`config.mk`:
```
export PLATFORM = sky130hd
export DESIGN_NAME = gf_pow_seq
export DESIGN_NICKNAME = d
export VERILOG_FILES = /design/src/rtl/gf_pkg.sv /design/src/rtl/gf_mult_pb.sv /design/src/rtl/gf_pow_seq.sv
export SDC_FILE = /design/constraint.sdc
export NUM_CORES = 1
export LEC_CHECK = 0
export ABC_AREA = 0
export ABC_CLOCK_PERIOD_IN_PS = 2800
export BUFFER_PORTS_ARGS = -buffer_cell sky130_fd_sc_hd__buf_2
export CORE_ASPECT_RATIO = 0.7
export CORE_MARGIN = 1
export CORE_UTILIZATION = 30
export DETAILED_ROUTE_END_ITERATION = 8
export PLACE_DENSITY = 0.52
export SYNTH_ARGS = -nofsm -noshare
export SYNTH_HDL_FRONTEND = slang
export SYNTH_HIERARCHICAL = 1
export SYNTH_SLANG_ARGS = --single-unit
export TNS_END_PERCENT = 50
```
`constraint.sdc`:
```
create_clock -name clk -period 2.8 [get_ports clk]
set_input_delay 0.14 -clock clk [delete_from_list [all_inputs] [get_ports clk]]
set_output_delay 0.14 -clock clk [all_outputs]
set_load 0.005 [all_outputs]
```
`src/rtl/gf_pkg.sv`:
```
// Shared definitions for the GF(2^N) arithmetic blocks: the engine state
// encoding, the default GF(2^6) reduction polynomial and the sizing helper
// for the exponent bit counter.
package gf_pkg;

    typedef enum logic [1:0] {
        IDLE = 2'd0,
        RUN  = 2'd1,
        DONE = 2'd2
    } gf_state_e;

    // Low bits of x^6 + x + 1; the x^6 term is implicit.
    localparam logic [5:0] GF6_POLY = 6'b000011;

    // Width needed to count N-1 down to 0, never less than one bit.
    function automatic int unsigned gf_cnt_width(input int unsigned n);
        return (n <= 2) ? 1 : $clog2(n);
    endfunction

endpackage

```
`src/rtl/gf_mult_pb.sv`:
```
// Combinational polynomial-basis multiplier over GF(2^N).
// The product is accumulated MSB-first (Horner form): each step multiplies
// the running sum by alpha, reduces it immediately, then adds a if the
// current bit of b is set, so intermediate values never exceed N bits.
module gf_mult_pb
    import gf_pkg::*;
#(
    parameter int unsigned   N    = 6,
    parameter logic [N-1:0]  POLY = GF6_POLY
) (
    input  logic [N-1:0] a_i,
    input  logic [N-1:0] b_i,
    output logic [N-1:0] p_o
);

    logic [N-1:0] r;

    // Shift-reduce-add chain over the bits of b, most significant first.
    always_comb begin
        r = '0;
        for (int unsigned i = 0; i < N; i++) begin
            r = {r[N-2:0], 1'b0} ^ (r[N-1] ? POLY : '0) ^ (b_i[N-1-i] ? a_i : '0);
        end
        p_o = r;
    end

endmodule

```
`src/rtl/gf_pow_seq.sv`:
```
// Sequential GF(2^N) exponentiation engine: y = x^e by MSB-first
// square-and-multiply, one exponent bit per clock, with valid/ready
// handshakes on the operand and result sides.
module gf_pow_seq
    import gf_pkg::*;
#(
    parameter int unsigned   N    = 6,
    parameter logic [N-1:0]  POLY = GF6_POLY
) (
    input  logic         clk,
    input  logic         rst,
    input  logic         in_valid,
    output logic         in_ready,
    input  logic [N-1:0] in_x,
    input  logic [N-1:0] in_e,
    output logic         out_valid,
    input  logic         out_ready,
    output logic [N-1:0] out_y
);

    localparam int unsigned     CW      = gf_cnt_width(N);
    localparam logic [CW-1:0]   CNT_TOP = CW'(N - 1);

    gf_state_e     state_q, state_d;
    logic [N-1:0]  x_q, x_d;
    logic [N-1:0]  e_q, e_d;
    logic [N-1:0]  acc_q, acc_d;
    logic [CW-1:0] cnt_q, cnt_d;

    logic [N-1:0]  sq;
    logic [N-1:0]  prod;
    logic [N-1:0]  step;

    gf_mult_pb #(
        .N    (N),
        .POLY (POLY)
    ) u_square (
        .a_i (acc_q),
        .b_i (acc_q),
        .p_o (sq)
    );

    gf_mult_pb #(
        .N    (N),
        .POLY (POLY)
    ) u_multiply (
        .a_i (sq),
        .b_i (x_q),
        .p_o (prod)
    );

    assign step      = e_q[cnt_q] ? prod : sq;
    assign in_ready  = (state_q == IDLE);
    assign out_valid = (state_q == DONE);
    assign out_y     = acc_q;

    // Next-state logic: accept in IDLE, step one exponent bit per cycle in
    // RUN, hold the result in DONE until the consumer takes it.
    always_comb begin
        state_d = state_q;
        x_d     = x_q;
        e_d     = e_q;
        acc_d   = acc_q;
        cnt_d   = cnt_q;
        case (state_q)
            IDLE: begin
                if (in_valid) begin
                    x_d     = in_x;
                    e_d     = in_e;
                    acc_d   = N'(1);
                    cnt_d   = CNT_TOP;
                    state_d = RUN;
                end
            end
            RUN: begin
                acc_d = step;
                if (cnt_q == '0) begin
                    state_d = DONE;
                end else begin
                    cnt_d = cnt_q - CW'(1);
                end
            end
            DONE: begin
                if (out_ready) begin
                    state_d = IDLE;
                end
            end
            default: begin
                state_d = IDLE;
            end
        endcase
    end

    // State registers; reset discards any operation in flight.
    always_ff @(posedge clk) begin
        if (rst) begin
            state_q <= IDLE;
            x_q     <= '0;
            e_q     <= '0;
            acc_q   <= '0;
            cnt_q   <= '0;
        end else begin
            state_q <= state_d;
            x_q     <= x_d;
            e_q     <= e_d;
            acc_q   <= acc_d;
            cnt_q   <= cnt_d;
        end
    end

endmodule

```
==> flow_summary.toml <==
[route]
num_vias = 1814
drc = 0
wl_per_cell_um = 12.9
drt_first_iter_violations = 120
vias_per_cell = 4.68
routed_wl_um = 4990
wl_met3_um = 166
top_signal_layer_used = "met4"
firstDrtPassIters = 6
wl_met2_um = 1960
ant_nets = 0
wl_met1_um = 2830

[layout]
diodes = 0
ff_latch_area_um2 = 483
nets = 329
drive_gt1_frac = 0.326
final_common_cell = "nand2_1"
multi_input_area_mm2 = 0.00164
area_growth_pct = 37.2
fillers = 639
final-instance-count-excl-fill = 388
layout_common_cells = "nand2_1 (93), buf_4 (30), buf_2 (23), xnor2_1 (22), dfxtp_1 (17)"

[sta]
fmax_ghz = 0.359
max_slew_margin = 0.500
fin_skew_ns = 0.00398
fin_crit_ns = 2.78
slew_violations = 0
min_period_over_period = 0.994
setup_ws_ns = 0.0164
hold_ws_ns = 0.0955
worst_slew_pin_slew_ns = 0.748
setup_viol = 0
finalHoldViolations = 0
tns_ns = 0
rsz0062_at_grt = "true"

[grt]
grt_overflow = 0
grt_pass1_vias = 1688
grt_usage = 0.157
antenna_found_initial = 0
grt_pass1_wl_um = 8600
grt_max_degree = 22

[synth]
netlist_instances = 255
synth_top_area_share = 0.236
yosys.area_share.simple = 0.271
synth_cell_types = 34
ys_seq_area_frac = 0.236
synthMuxAreaShare = 0.0224
synth_compound_area_frac = 0.114
synthXorXnorAreaFrac = 0.324
synth-seq-cells = 23
synthTopCellsByArea = "dfxtp_1 (24%), nand2_1 (18%), xnor2_1 (16%)"
synth_top_family_by_area = "XOR/XNOR gates"
synth_area_leader_cell = "dfxtp_1"
avgSynthCellArea_um2 = 7.65
syn_area_mm2 = 0.00195
ys_warn_count = 6
synth_fa_ha_area_frac = 0.0128
syn-num-nets = 273

[power_and_ir_drop]
clockPowerShare = 0.288
p_leak_nw = 1.12
netSwitchingFraction = 0.316
p_seq_frac = 0.513
ir_drop_mv = 0.174
finalPower_mw = 0.756
p_comb_frac = 0.199
intPower_mw = 0.517
power_density_mw_per_mm2 = 282
switchingPower_mw = 0.239

[worst_setup_path]
critPathKind = "flop to flop"
cp.arrival_ns = 2.95
rr_worst_depth = 12
critPathCaptureType = "flop"
r2r_slack_ns = 0.02
crit_chain = "buf_6 > nand2_1 > xor2_2 > xnor2_2 > xnor3_2 > buf_4 > nand2_1 > xor2_2 > xnor2_2 > buf_4 > xnor3_1 > a221o_1"
worstReg2RegStart = "out_y[5]"
r2r_end = "out_y[2]"
startpoint = "out_y[5]"
crit_path_max_incr_delay_ns = 0.40
cp_max_fo = 6
critPathLaunchType = "flop"
slowest_stage = "xnor3_2"
endpoint = "out_y[2]"
cp.required_ns = 2.96

[placement]
hpwl_um = 3690
gp_congestion = 0.791
io_buffers = 23
pre_cts_ws_ns = -0.214
dpl.cell_count = 371

[hold_path]
hp-start = "in_e[5]"
hp-class = "input pin to flop"

[clock_tree]
cts.htree.levels = 1
clk_path_buf_depth = 2
cts_tree = "built"
tritoncts_num_sinks = 23
cts_root_buf = "clkbuf_8"
clk_pin_slew_ns = 0.09
numCtsBuffers = 3
clock_latency_ns = 0.27

[die]
initial_core_util = 0.313
rows = 24
design.core.area_mm2 = 0.00625
io_pins = 24
die_area_mm2 = 0.00684
die_h_um = 69.5
die-width_um = 98.4

[job]
max_cap_violations = 0

[status]
outcome = "complete, no violations"
-- synth_stat cells --
| cell | n |
|---|---|
| nand2_1 | 96 |
| xnor2_1 | 36 |
| dfxtp_1 | 23 |
| a21oi_1 | 14 |
| xor2_1 | 12 |
| nor2_1 | 8 |
| xnor3_1 | 8 |
| and2_1 | 6 |
| clkbuf_1 | 6 |
| a221o_1 | 5 |
| a31oi_1 | 3 |
| inv_1 | 3 |
| nand2b_1 | 3 |
| nor3_1 | 3 |
| a211oi_1 | 2 |
| a21o_1 | 2 |
| ha_1 | 2 |
| mux2_1 | 2 |
| nand3b_1 | 2 |
| nor2b_1 | 2 |
| o21ai_0 | 2 |
| o31ai_1 | 2 |
| xnor2_2 | 2 |
| a221oi_1 | 1 |
| a222oi_1 | 1 |
| and2b_1 | 1 |
| and2b_4 | 1 |
| and3b_2 | 1 |
| buf_1 | 1 |
| mux2_2 | 1 |
| mux2i_1 | 1 |
| nand3_1 | 1 |
| nor3b_1 | 1 |
| o21ba_2 | 1 |
-- repair_timing --
action,in CTS,in global routing
buffers inserted,9,4
resized for setup,16,19
setup endpoints to repair,4,4
hold buffers,0,0
pin swaps,19,15
-- sequential cells by signal, indices dropped and copies added (netlist names) --
signal / flops
x_q: 6
out_y: 6
e_q: 6
cnt_q: 3
state_q: 2
-- metrics by stage --
| stage | cell area, µm² | utilization |
|---|---|---|
| after floorplan | 1980 | - |
| after global placement | 2320 | 0.372 |
| after detailed placement | 2320 | 0.372 |
| after CTS | 2530 | 0.405 |
| after global routing | 2680 | 0.429 |
| final | 2680 | 0.429 |
-- cell families (layout without fill, tap and decap cells) --
logic type / Yosys count / count (layout)
xor gates and xnor gates: 58 / 58
muxes: 4 / 4
buffers and inverters: 10 / 65
and+or+nand+nor: 125 / 125
AOI/OAI and AO/OA: 33 / 33
adders and majority gates: 2 / 2
DFF: 23 / 23
-- layout make-up --
cell class / count / share of cell area
tap: 78 / 0.0364
clock buffer: 4 / 0.0168
sequential: 23 / 0.180
timing repair buffer: 58 / 0.151
multi-input combinational: 222 / 0.611
inverter: 3 / 0.00421
-- how the worst min path moves through the flow --
stage	endpoint	slack, ns	cells past startpoint
CTS	x_q[1]	0.09	3
global route	x_q[4]	0.09	3
detailed placement	e_q[5]	0.39	3
floorplan	e_q[0]	0.28	2
global placement	e_q[1]	0.38	3
finish	e_q[5]	0.1	3
-- layer usage --
layer	track usage	up-vias
met3	0.0272	4
li1	-	942
met2	0.212	29
met4	0.0249	0
met5	0	-
met1	0.257	839
-- critical path: cells and delay by family (launching register included) --
family                    cells  cell delay (ns)
xor gates and xnor gates      6             1.42
and+or+nand+nor               2             0.17
AOI/OAI and AO/OA             1             0.29
DFF                           1             0.39
buffers and inverters         3             0.40
-- power by group through the flow --
| stage | Combinational (mW) | Sequential, mW | Clock (mW) |
|---|---|---|---|
| after global placement | 0.145 | 0.400 | 0 |
| after floorplan | 0.114 | 0.383 | 0 |
| after CTS | 0.149 | 0.390 | 0.226 |
| final | 0.151 | 0.388 | 0.218 |
| after global routing | 0.173 | 0.394 | 0.244 |
| after detailed placement | 0.145 | 0.400 | 0 |
No activity file was read; power rests on OpenSTA's default activity.
